`config.mk`:
```
export PLATFORM = sky130hd
export DESIGN_NAME = uart_mem_arbiter
export DESIGN_NICKNAME = d
export VERILOG_FILES = /design/src/rtl/uart_pkg.sv /design/src/rtl/uart_arb2.sv /design/src/rtl/uart_mem_arbiter.sv
export SDC_FILE = /design/constraint.sdc
export NUM_CORES = 1
export LEC_CHECK = 0
export ABC_AREA = 1
export BUFFER_PORTS_ARGS = -buffer_cell sky130_fd_sc_hd__buf_2
export CAP_MARGIN = 15
export CORE_ASPECT_RATIO = 1.4
export CORE_MARGIN = 2
export CORE_UTILIZATION = 48
export CTS_CLUSTER_DIAMETER = 80
export DETAILED_ROUTE_END_ITERATION = 10
export PLACE_DENSITY = 0.82
export SLEW_MARGIN = 20
export SYNTH_ARGS = -nofsm -noshare
export SYNTH_HDL_FRONTEND = slang
export SYNTH_SLANG_ARGS = --single-unit
```
`constraint.sdc`:
```
create_clock -name clk_i -period 2.55 [get_ports clk_i]
set_clock_uncertainty 0.2 [all_clocks]
set_input_delay 0.255 -clock clk_i [delete_from_list [all_inputs] [get_ports clk_i]]
set_output_delay 0.255 -clock clk_i [all_outputs]
set_load 0.01 [all_outputs]
```
`src/rtl/uart_pkg.sv`:
```
// Shared types for the UART RAM read arbiter: FSM state and requester identity.
// Latency: n/a (types only).
// Backpressure: n/a (types only).
package uart_pkg;

  typedef enum logic [1:0] {
    Idle    = 2'd0,
    GrantIf = 2'd1,
    GrantLs = 2'd2
  } arb_state_t;

  typedef enum logic {
    ReqIf = 1'b0,
    ReqLs = 1'b1
  } req_id_t;

endpackage

```
`src/rtl/uart_arb2.sv`:
```
// Two-way winner select between instruction-fetch and load/store requesters.
// Latency: purely combinational, zero cycles.
// Backpressure: none; UART_ARB_RR_EN selects round-robin, otherwise ls has fixed priority.
module uart_arb2
  import uart_pkg::*;
(
  output req_id_t o_winner,
  input  logic    i_req_if,
  input  logic    i_req_ls
`ifdef UART_ARB_RR_EN
  , input  req_id_t i_last
`endif
);

  // Resolve contention; a lone requester always wins.
  always_comb begin
    o_winner = ReqIf;
    if (i_req_if && i_req_ls) begin
`ifdef UART_ARB_RR_EN
      o_winner = (i_last == ReqIf) ? ReqLs : ReqIf;
`else
      o_winner = ReqLs;
`endif
    end else if (i_req_ls) begin
      o_winner = ReqLs;
    end
  end

endmodule

```
`src/rtl/uart_mem_arbiter.sv`:
```
// Arbitrates IF and LS read requests onto one UART RAM read port (macro UART_ARB_RR_EN = round-robin).
// Latency: one Idle cycle to grant, then the RAM round trip; ready/err are combinational in the grant.
// Backpressure: requesters hold valid until their ready/err pulse; a grant aborts after TimeoutCycles.
module uart_mem_arbiter
  import uart_pkg::*;
#(
  parameter logic [31:0] TimeoutCycles = 32'd1000000
) (
  input  logic        clk_i,
  input  logic        reset_ni,
  input  logic        if_valid_i,
  input  logic [31:0] if_addr_i,
  output logic [31:0] if_data_o,
  output logic        if_ready_o,
  output logic        if_err_o,
  input  logic        ls_valid_i,
  input  logic [31:0] ls_addr_i,
  output logic [31:0] ls_data_o,
  output logic        ls_ready_o,
  output logic        ls_err_o,
  output logic        rd_valid_o,
  output logic [31:0] rd_addr_o,
  input  logic [31:0] rd_data_i,
  input  logic        rd_ready_i
);

  arb_state_t  r_state;
  logic [31:0] r_addr_q;
  logic [31:0] r_tmo_cnt;
`ifdef UART_ARB_RR_EN
  req_id_t     r_last;
`endif

  req_id_t w_winner;
  logic    w_granted;
  logic    w_timeout;

  uart_arb2 u_arb2 (
    .o_winner (w_winner),
    .i_req_if (if_valid_i),
    .i_req_ls (ls_valid_i)
`ifdef UART_ARB_RR_EN
    , .i_last (r_last)
`endif
  );

  assign w_granted = (r_state != Idle);
  assign w_timeout = w_granted && (r_tmo_cnt == (TimeoutCycles - 32'd1));

  // A RAM response in the timeout cycle still counts as a completion.
  assign rd_valid_o = w_granted && !rd_ready_i && !w_timeout;
  assign rd_addr_o  = r_addr_q;
  assign if_ready_o = (r_state == GrantIf) && rd_ready_i;
  assign ls_ready_o = (r_state == GrantLs) && rd_ready_i;
  assign if_err_o   = (r_state == GrantIf) && !rd_ready_i && w_timeout;
  assign ls_err_o   = (r_state == GrantLs) && !rd_ready_i && w_timeout;
  assign if_data_o  = rd_data_i;
  assign ls_data_o  = rd_data_i;

  // Grant FSM: latch the winner's address in Idle, run the timeout counter while granted.
  always_ff @(posedge clk_i or negedge reset_ni) begin
    if (!reset_ni) begin
      r_state   <= Idle;
      r_addr_q  <= 32'd0;
      r_tmo_cnt <= 32'd0;
`ifdef UART_ARB_RR_EN
      r_last    <= ReqIf;
`endif
    end else begin
      case (r_state)
        Idle: begin
          if (if_valid_i || ls_valid_i) begin
            r_tmo_cnt <= 32'd0;
`ifdef UART_ARB_RR_EN
            r_last    <= w_winner;
`endif
            if (w_winner == ReqLs) begin
              r_addr_q <= ls_addr_i;
              r_state  <= GrantLs;
            end else begin
              r_addr_q <= if_addr_i;
              r_state  <= GrantIf;
            end
          end
        end
        GrantIf, GrantLs: begin
          r_tmo_cnt <= r_tmo_cnt + 32'd1;
          if (rd_ready_i || w_timeout) begin
            r_state <= Idle;
          end
        end
        default: r_state <= Idle;
      endcase
    end
  end

endmodule

```
# After elaboration in Yosys (flattened, before gate mapping)
# Index checks and enable logic that the tools add are counted.
# totals
regBits,66
elab_cells,39
out_inout_bits,101
in_bits,101
# op_classes
n_addsub,1
n_eq_ne,5
mux,9
reduce_logical,21
# ops
op,count
two-way mux 32 bit,2
case mux 32 bit (2 select lines),1
"adder 32 x 1 -> 32 bit, second input constant",1
"== test 32 x 20 -> 1 bit, second input constant",1
logical AND 1 bit,10
two-way mux 2 bit,3
AND reduction 2 bit,3
"!= test 2 bit, second input constant",2
case mux 2 bit (2 select lines),1
nonzero test 2 bit,2
"== test 2 x 1 -> 1 bit, second input constant",1
"== test 2 bit, second input constant",1
logical NOT 1 bit,2
logical NOT 2 bit,1
logical OR 1 bit,2
two-way mux 1 bit,2
OR reduction 2 bit,1

# Depth between registers and ports, before layout
# Gate-level depths: netlist of the first run.
# depth
ltp_word,5
depth_mapped,11
depth_no_buf,11

# Hierarchy
# From an unflattened synthesis of the first run, not the netlist that was laid out.
# unflattened
hier_cells,605
hier_area_um2,4282.9
# modules_own_cells
mod,cells_each,instances,area_each_um2,seq_area_each_um2
uart_mem_arbiter,604,1,4279.1,1651.6
uart_arb2,1,1,3.8,0.0

# Least setup slack after synthesis of the first run
# Ideal clock, no wire load.
# synth_path
path_type,reg-to-reg
startpoint,register r_state[0]
endpoint,register r_tmo_cnt[14]
period_less_slack_ns,1.868
stages_incl_launch_ff,9
n_path_buf,1
setup_ns,0.126
setup_slack_ns,0.682
required_time_ns,2.224
t_arrival_ns,1.542
path_cell_list,dfrtp_1 > inv_1 > ha_1 > buf_2 > o21ai_2 > nor2_4 > nand2_2 > o21ai_1 > a21boi_2
# synth_via
elab_chain_len,4
elab_cells_between_ends,8
classes_between,3 x eq/ne; 1 x mux; 4 x reduce/logical
# synth_lines
item,line_no,source
from (decl),uart_mem_arbiter.sv:27,arb_state_t r_state;
from (signal assigned),uart_mem_arbiter.sv:63,r_state <= Idle;
from (signal assigned),uart_mem_arbiter.sv:79,r_state <= GrantLs;
from (signal assigned),uart_mem_arbiter.sv:82,r_state <= GrantIf;
== test 2 x 1 -> 1 bit or == test 2 bit (tied branches),uart_mem_arbiter.sv:70,case (r_state)
OR reduction 2 bit,uart_mem_arbiter.sv:70,
nonzero test 2 bit (no source line),--,
AND reduction 2 bit (no source line),--,
to (signal assigned),uart_mem_arbiter.sv:87,r_tmo_cnt <= r_tmo_cnt + 32'd1;
to (decl),uart_mem_arbiter.sv:29,logic [31:0] r_tmo_cnt;
# Several ways; a longest one is shown, not always the timed one.
# A chain may end at the register's enable or synchronous reset.

# Worst setup path in the final report of the first run
# layout_path
startpoint,register r_tmo_cnt[0]
endpoint,output rd_valid_o
# layout_via
elab_chain_len,4
# layout_lines
item,line_no,source
== test 32 x 20 -> 1 bit,uart_mem_arbiter.sv:48,assign w_timeout = w_granted && (r_tmo_cnt == (TimeoutCycles - 32'd1));
logical AND 1 bit,uart_mem_arbiter.sv:48,
logical NOT 1 bit,uart_mem_arbiter.sv:51,assign rd_valid_o = w_granted && !rd_ready_i && !w_timeout;
logical AND 1 bit,uart_mem_arbiter.sv:51,
to (decl),uart_mem_arbiter.sv:21,"output logic rd_valid_o,"
# No other way between the ends.

==> results of run 1 <==
layout by cell type, fill, tap and decap left out, types with 5 or more instances in the layout:
| master | instances |
|---|---|
| a21oi_1 | 20 |
| buf_2 | 105 |
| clkbuf_16 | 9 |
| dfrtp_1 | 66 |
| inv_1 | 83 |
| nand2_1 | 150 |
| nand2_2 | 5 |
| nand3_1 | 29 |
| nand4_1 | 9 |
| nor2_1 | 53 |
| nor2_4 | 5 |
| nor3_1 | 9 |
| o21ai_0 | 73 |
| o21ai_1 | 7 |
repair_timing:
action | in CTS | in global routing
hold buffers | 1 | 0
resized for setup | 0 | 0
endpoints found under the hold margin | 28 | 0
per-layer routing:
metal | global-route usage [%] | vias up | share of wire [%]
met5 | 0 | - | 0
met4 | 11.1 | 0 | 2.9
met3 | 5.44 | 32 | 7.2
met2 | 37.4 | 186 | 51
met1 | 23.6 | 1735 | 39
li1 | - | 1943 | -
power by group through the flow:
stage | registers, mW | clock network, mW | logic (mW)
global route | 1.59 | 1.60 | 1.64
floorplan | 1.65 | 0 | 0.930
global placement | 1.56 | 0 | 1.41
CTS | 1.55 | 1.56 | 1.48
detailed placement | 1.56 | 0 | 1.48
finish | 1.56 | 1.54 | 1.46
layout make-up:
class | instances | share of cell area, %
Clock buffer | 10 | 4.92
Clock inverter | 6 | 2.83
Inverter | 84 | 6.49
Multi-Input combinational cell | 380 | 37.3
Sequential cell | 66 | 34.0
Tap cell | 107 | 2.76
Timing Repair Buffer | 109 | 11.7
worst max-delay path, cell delays in order (launching register included):
cell and delay (ps):
dfrtp_1 400, ha_1 190, inv_1 60, nor2_1 260, nand2_1 100, nor2_1 130
nand3_1 140, nand3_1 130, inv_1 50, buf_2 130
cells by family after synthesis:
kind of cell / share of synthesized area (%)
compound gates: 13.0
fa+ha+maj: 1.16
flops: 38.2
buf+inv: 20.2
simple gates: 27.5
per-stage QoR:
step,worst slack [ps],hold WS (ps),instances
after floorplan,682,-241,611
after global placement,409,124,745
after detailed placement,303,130,745
after CTS,186,6.13,762
after global routing,0.669,33.0,762
final,185,9.48,762
final timing paths:
| kind | start | end | cells past startpoint |
|---|---|---|---|
| max in group asynchronous | reset_ni | r_tmo_cnt[9] | 3 |
| hold reg to reg | rd_addr_o[6] | rd_addr_o[6] | 2 |
| hold / removal | if_addr_i[23] | rd_addr_o[23] | 3 |
| setup / recovery | r_tmo_cnt[0] | rd_valid_o | 9 |
| min in group asynchronous | reset_ni | r_tmo_cnt[22] | 2 |
| setup reg to reg | r_state[1] | r_tmo_cnt[9] | 6 |
registers in the layout, indices dropped and copies added (netlist names):
name	count
r_state	2
r_tmo_cnt	32
rd_addr_o	32
==> results.json, run 1 <==
{
  "num-fill-cells": 787,
  "hold_viol": 0,
  "synth_common_cells": "nand2_1 (150), inv_1 (83), o21ai_0 (73)",
  "fin_nets": 755,
  "antenna_found_initial": 0,
  "power_frac_clock_pct": 33.7,
  "drc_errors": 0,
  "htree_levels": 3,
  "synth_cells": 611,
  "post-route-cell-area_um2": 4860,
  "die_y_um": 116,
  "multi_input_comb_area_um2": 1810,
  "yosys.area.top_type": "dfrtp_1",
  "clk_transition_reported_paths_ps": 60,
  "final_antenna_net_count": 0,
  "cts_tree": "yes",
  "slew_violations": 0,
  "die_x_um": 84.2,
  "placed_cell_area_um2": 4470,
  "grt_pass1_wl_mm": 16.7,
  "clock-sinks": 66,
  "yosys-top-cells-area": "dfrtp_1 (38%), nand2_1 (13%), buf_4 (11%)",
  "finalWeightedCongestion": 0.896,
  "dr.first_iter.drc_count": 209,
  "std_cell_rows": 41,
  "area_growth_pct": 12.3,
  "rsz0062_at_grt": "no",
  "synth.cell_area_um2": 4330,
  "avgSynthCellArea_um2": 7.08,
  "start_util_pct": 48.8,
  "worstPathMaxFanout": 4,
  "power.leakage_nw": 2.50,
  "clkLatencyLatePin_ps": 330,
  "cts.path.max_buffers": 2,
  "status": "completed",
  "cts_root_buf": "clkbuf_16",
  "port_buffers": 105,
  "drv_cap": 0,
  "grt_pass1_vias": 3775,
  "post-cts-setup-buffer-count": 0,
  "register_area_um2": 1650,
  "switching_share_pct": 35.1,
  "drt_pre_antenna_iters": 6,
  "rrSetupSlack_ps": 270,
  "setup_viol_count_final": 0,
  "hpwl_mm": 8.01,
  "yosysWarningCount": 0,
  "yosys.cell_types.count": 31,
  "overflow": 0,
  "power_switching_mw": 1.60,
  "setup_tns_ps": 0,
  "worst_ep_arrival_time_ps": 1910,
  "hp-class": "primary input to register",
  "synth_nets": 716,
  "vias": 3896,
  "async_reset_ff_share_pct": 100,
  "die_area_um2": 9800,
  "required_ps": 2100,
  "crit_type": "register to output pin",
  "synth_top_area_share_pct": 38.2,
  "yosysMostFrequentCell": "nand2_1",
  "via_per_inst": 5.11,
  "end_kind": "output pin",
  "internal_power_mw": 2.96,
  "wl_per_cell_um": 13.4,
  "grtUsageTotal_pct": 21.2,
  "period_minus_slack_ps": 2370,
  "drt_wl_total_mm": 10.2,
  "boundaryPins": 202,
  "tightest_slew_ps": 687,
  "max_freq_mhz": 423,
  "synthFlopType": "dfrtp_1",
  "yosysSeqAreaShare_pct": 38.2,
  "p_per_area_nw_per_um2": 939,
  "synth_enable_flop_cells": 0,
  "n_antenna_cell": 0,
  "post-route-period-util_pct": 92.8,
  "grt_max_degree": 67,
  "crit_path_start_kind": "register",
  "cts_buffers": 9,
  "vdd_ir_drop_max_v": 0.000579,
  "synth-seq-cells": 66,
  "p_total_mw": 4.56,
  "final_core_util_pct": 54.7,
  "slew-limit-headroom_pct": 54.2,
  "seqPwrFrac_pct": 34.2,
  "drive_above_1_share_pct": 22.4,
  "core_um2": 8870,
  "pwr-share-comb_pct": 32.1
}
(Power assumes the default switching activity.)
==> run 2, diff against run 1 <==
--- a/config.mk
+++ b/config.mk
@@ -13,6 +13,7 @@
 export CORE_UTILIZATION = 48
 export CTS_CLUSTER_DIAMETER = 80
 export DETAILED_ROUTE_END_ITERATION = 10
+export GPL_TIMING_DRIVEN = 0
 export PLACE_DENSITY = 0.82
 export SLEW_MARGIN = 20
 export SYNTH_ARGS = -nofsm -noshare
==> results.json, run 2 (synthesized netlist as in run 1, its figures left out) <==
{
  "drt_wl_total_mm": 12.0,
  "final_cell_mix": "buf_2 (172), nand2_1 (150), inv_1 (83)",
  "core_um2": 8870,
  "grtUsageTotal_pct": 24.9,
  "hpwl_mm": 9.70,
  "cts_tree": "yes",
  "p_total_mw": 4.63,
  "fin_hold_ws_ps": 11.2,
  "die_area_um2": 9800,
  "drive_above_1_share_pct": 34.8,
  "tightest_slew_ps": 492,
  "boundaryPins": 202,
  "max_freq_mhz": 428,
  "slew-limit-headroom_pct": 67.2,
  "start_util_pct": 48.8,
  "worstPathMaxFanout": 5,
  "finalWeightedCongestion": 0.929,
  "rsz0062_at_grt": "no",
  "area_growth_pct": 31.4,
  "hold_start": "if_addr_i[15]",
  "fin_nets": 899,
  "die_y_um": 116,
  "drt_pre_antenna_iters": 5,
  "required_ps": 2100,
  "end_kind": "output pin",
  "drv_cap": 0,
  "overflow": 0,
  "std_cell_rows": 41,
  "cts_buffers": 9,
  "worst_ep_arrival_time_ps": 1880,
  "period_minus_slack_ps": 2330,
  "dr.first_iter.drc_count": 246,
  "die_x_um": 84.2,
  "status": "completed",
  "vias": 4441,
  "port_buffers": 169,
  "cts.path.max_buffers": 2,
  "grt_pass1_vias": 4456,
  "post-route-period-util_pct": 91.5,
  "clock-sinks": 66,
  "ff2ff_path_depth": 8,
  "crit_type": "register to output pin",
  "rrSetupSlack_ps": 410,
  "r2r_end": "r_tmo_cnt[14]",
  "grt_max_degree": 51,
  "via_per_inst": 4.91,
  "worstHoldEndpoint": "rd_addr_o[15]",
  "drc_errors": 0,
  "power.leakage_nw": 3.06,
  "final_antenna_net_count": 0,
  "clkLatencyLatePin_ps": 330,
  "setup_viol_count_final": 0,
  "hp-class": "primary input to register",
  "p_per_area_nw_per_um2": 814,
  "vdd_ir_drop_max_v": 0.000620,
  "cts_root_buf": "clkbuf_16",
  "setup_tns_ps": 0,
  "post-cts-setup-buffer-count": 0,
  "n_antenna_cell": 0,
  "hold_viol": 0,
  "wl_per_cell_um": 13.2,
  "htree_levels": 3,
  "r2r_start": "r_state[0]",
  "antenna_found_initial": 0,
  "whs_path_depth": 3,
  "clk_transition_reported_paths_ps": 50,
  "final_common_cell": "buf_2",
  "grt_pass1_wl_mm": 19.6,
  "crit_path_start_kind": "register",
  "slew_violations": 0
}
[run 2: changes by cell type in the layout (fill, tap and decap cells not counted), moves of 2 or more]
cell and change:
buf_4 +63, bufinv_16 -2, buf_1 +2, clkbuf_1 +10, clkinvlp_4 +2, clkinv_4 -2
buf_2 +67
[run 2: worst max-delay path by stage]
stage	from	cells past startpoint	to
5_1_grt	r_state[0]	8	if_err_o
3_3_place_gp	r_state[0]	8	r_tmo_cnt[14]
3_5_place_dp	r_state[0]	11	r_tmo_cnt[24]
4_1_cts	r_tmo_cnt[0]	8	if_err_o
2_1_floorplan	r_state[0]	8	r_tmo_cnt[14]
6_report	r_state[0]	8	if_err_o
[run 2: stage by stage]
| stage | setup slack (ps) | utilization (%) | cell area (um^2) | cells |
|---|---|---|---|---|
| 5_1_grt | 67.5 | 64.1 | 5690 | 905 |
| 2_1_floorplan | 682 | - | 4330 | 611 |
| 4_1_cts | 189 | 64.0 | 5680 | 905 |
| 6_report | 216 | 64.1 | 5690 | 905 |
| 3_3_place_gp | 437 | 59.8 | 5310 | 887 |
| 3_5_place_dp | 393 | 60.1 | 5340 | 888 |
[run 2: cell type report]
type | instances | area (um^2)
plain buffers | 81 | 557
clock buffers | 11 | 253
clock inverters | 4 | 75.1
fillers | 796 | 3190
inverters | 84 | 315
multi-input cells | 380 | 1810
flip-flops and latches | 66 | 1650
well taps | 107 | 134
repair buffers | 172 | 896
[run 2: critical path: stages (launching register included)]
cell     delay (ps)
dfrtp_1         370
inv_1            70
ha_1            280
inv_1           140
nand3_1         100
nor2_1          150
nand4_1         160
nor2_1          130
buf_2           140
[run 2: layer usage]
layer	GRT usage (%)	vias up	wire length, um	share of wire [%]
li1	-	2222	-	-
met1	27.7	2019	4460	37
met2	45.4	176	6310	53
met3	5.37	24	879	7.3
met4	11.5	0	319	2.7
met5	0	-	0	0
[run 2: repair_timing]
item / CTS / global route
endpoints found under the setup margin: 0 / 1
hold endpoints to repair: 67 / 0
gates resized for setup: 0 / 1
hold buffers: 2 / 0
[run 2: power breakdown]
group	internal, mW	leakage [nW]	switching (mW)	total, mW
Sequential	1.36	0.854	0.210	1.56
Clock	0.903	0.154	0.454	1.36
Combinational	0.655	2.06	1.05	1.71
Total	2.91	3.06	1.72	4.63
==> run 3, diff against run 2 <==
--- a/config.mk
+++ b/config.mk
@@ -5,17 +5,16 @@
 export SDC_FILE = /design/constraint.sdc
 export NUM_CORES = 1
 export LEC_CHECK = 0
-export ABC_AREA = 1
 export BUFFER_PORTS_ARGS = -buffer_cell sky130_fd_sc_hd__buf_2
 export CAP_MARGIN = 15
 export CORE_ASPECT_RATIO = 1.4
 export CORE_MARGIN = 2
-export CORE_UTILIZATION = 48
+export CORE_UTILIZATION = 28
 export CTS_CLUSTER_DIAMETER = 80
 export DETAILED_ROUTE_END_ITERATION = 10
 export GPL_TIMING_DRIVEN = 0
-export PLACE_DENSITY = 0.82
 export SLEW_MARGIN = 20
 export SYNTH_ARGS = -nofsm -noshare
 export SYNTH_HDL_FRONTEND = slang
 export SYNTH_SLANG_ARGS = --single-unit
+export TNS_END_PERCENT = 100
==> results.json, run 3 <==
{
  "status": "finished with violations",
  "violations": "setup timing",
  "crit_path_start_kind": "register",
  "async_reset_ff_share_pct": 100,
  "yosysWarningCount": 0,
  "hpwl_mm": 8.48,
  "dp_cells": 787,
  "synth_nets": 538,
  "register_area_um2": 1650,
  "path_depth": 7,
  "cts_tree": "yes",
  "post-route-period-util_pct": 106,
  "drc_errors": 0,
  "synth_enable_flop_cells": 0,
  "drive_above_1_share_pct": 47.2,
  "final_common_cell": "buf_2",
  "synth_top_area_share_pct": 41.1,
  "worstPathMaxFanout": 4,
  "port_buffers": 168,
  "fin_nets": 733,
  "final_cell_mix": "buf_2 (167), buf_4 (80), dfrtp_1 (64)",
  "die_x_um": 105,
  "dr.first_iter.drc_count": 199,
  "drt_pre_antenna_iters": 4,
  "n_antenna_cell": 0,
  "cts_root_buf": "clkbuf_16",
  "vias": 3868,
  "final_antenna_net_count": 0,
  "finalWeightedCongestion": 0.782,
  "r2r_end": "r_state[1]",
  "rrSetupSlack_ps": 20,
  "multi_input_comb_area_um2": 1860,
  "final_cells": 818,
  "num-fill-cells": 1394,
  "required_ps": 2100,
  "wl_met1_mm": 4.31,
  "synthFlopType": "dfrtp_1",
  "p_per_area_nw_per_um2": 783,
  "clk_transition_reported_paths_ps": 60,
  "vdd_ir_drop_max_v": 0.000473,
  "overflow": 0,
  "max_freq_mhz": 371,
  "end_kind": "output pin",
  "worst_ep_arrival_time_ps": 2240,
  "via_per_inst": 4.73,
  "slew_violations": 0,
  "ff2ff_path_depth": 9,
  "dr_wl_met3_um": 947,
  "fin_ws_ps": -146,
  "rsz0062_at_grt": "yes",
  "antenna_found_initial": 0,
  "top_layer": "met4",
  "dr_wl_met2_mm": 5.79,
  "cts_buffers": 9,
  "synth_common_cells": "dfrtp_1 (66), buf_4 (65), nand2_1 (50)",
  "avgSynthCellArea_um2": 9.28,
  "start_util_pct": 28.8,
  "setup_viol_count_final": 3,
  "die_y_um": 146,
  "cpPeakStageDelay_ps": 430,
  "hold_viol": 0,
  "synth.cell_area_um2": 4020,
  "core_um2": 14000,
  "drt_wl_total_mm": 11.3,
  "synth_cells": 433,
  "clock-sinks": 66,
  "yosysMostFrequentCell": "dfrtp_1",
  "critPathBufInv": 2,
  "grt_max_degree": 39,
  "yosys-top-cells-area": "dfrtp_1 (41%), buf_4 (12%), mux2i_1 (9.2%)",
  "period_minus_slack_ps": 2700,
  "die_area_um2": 15300,
  "tightest_slew_ps": 732,
  "setup.worst_path.end": "if_err_o",
  "yosysSeqAreaShare_pct": 41.1,
  "yosys.cell_types.count": 43,
  "drv_cap": 0,
  "synth-seq-cells": 66,
  "grt_pass1_vias": 3855,
  "crit_family": "simple AND/OR/NAND/NOR gates",
  "crit_path_cell_trace": "inv_2, ha_4, or4_4, nor4_4, nand2_2, nor3b_2, buf_2",
  "yosys.area.top_type": "dfrtp_1",
  "area_growth_pct": 41.3,
  "std_cell_rows": 51,
  "crit_start": "r_state[1]",
  "htree_levels": 3,
  "crit_type": "register to output pin",
  "cts.path.max_buffers": 2,
  "cpMaxStageDelayCell": "or4_4",
  "wl_per_cell_um": 13.8,
  "grtUsageTotal_pct": 14.6,
  "boundaryPins": 202,
  "grt_pass1_wl_mm": 18.3,
  "setup_tns_ps": -271,
  "slew-limit-headroom_pct": 51.2,
  "power.leakage_nw": 2.72,
  "clkLatencyLatePin_ps": 340,
  "r2r_start": "r_state[1]",
  "hp-class": "primary input to register"
}
==> run 3: cell count changes after synthesis, sizes merged, moves of 14 or more <==
cell,delta
nand3,-22
o21ai,-38
nor2,-54
or4,+14
inv,-75
mux2i,+37
nand2,-107
==> run 3: worst min-delay path by stage <==
stage	cells after the start	from	to
after floorplan	0	reset_ni	r_state[0]
after global placement	2	rd_addr_o[30]	rd_addr_o[30]
after detailed placement	1	reset_ni	rd_addr_o[18]
after CTS	3	if_addr_i[5]	rd_addr_o[5]
after global routing	3	ls_addr_i[19]	rd_addr_o[19]
final	3	if_addr_i[7]	rd_addr_o[7]
==> run 3: power breakdown <==
part	switching [mW]	internal, mW	total [mW]
logic	0.964	0.719	1.68
clock network	0.478	0.782	1.26
registers	0.167	1.33	1.50
total	1.61	2.84	4.45
==> run 3: cells by family (layout without fill, tap and decap cells) <==
group,count (synthesis),after routing,share of synthesized area [%]
and+or+nand+nor,141,141,19.8
buffers and inverters,96,296,15.4
AOI/OAI and AO/OA,85,85,12.4
DFF,66,66,41.1
adders and majority gates,4,4,1.24
muxes,37,37,9.21
xor gates and xnor gates,4,4,0.871
==> run 3: routing by layer <==
layer | vias to the layer above | track usage (%)
li1 | 1882 | -
met4 | 0 | 6.27
met1 | 1780 | 15.9
met3 | 13 | 3.67
met5 | - | 0
met2 | 193 | 26.4
==> run 3: cell type report <==
class	instances	area share, %
Multi-Input combinational cell	271	32.8
Sequential cell	66	29.1
Timing Repair Buffer	186	17.6
Buffer	85	10.5
Clock buffer	10	4.21
Tap cell	185	4.07
Clock inverter	6	1.17
Inverter	9	0.595
==> run 3: repair_timing <==
item                       4_1_cts  5_1_grt
hold endpoints to repair        30        0
setup buffers                   11        3
setup endpoints to repair       29       23
pin swaps                        6        4
hold buffers                     3        0
resized for setup               21       12
==> run 3: metrics by stage <==
stage	hold WS, ps	cell area (um^2)	setup slack, ps	utilization, %	total power [mW]
4_1_cts	1.38	5620	-183	40.2	4.44
2_1_floorplan	-241	4020	105	-	2.38
3_5_place_dp	9.93	5110	-334	36.6	3.03
6_report	3.95	5680	-146	40.6	4.45
3_3_place_gp	261	5090	-345	36.4	2.99
5_1_grt	27.1	5680	-241	40.6	4.75
==> run 3: worst reg2reg max path: cells and delay by family, from the launching register on <==
family	cells	cell delay (ps)
flops	1	390
simple gates	2	790
fa+ha+maj	1	170
buf+inv	4	460
compound gates	2	410
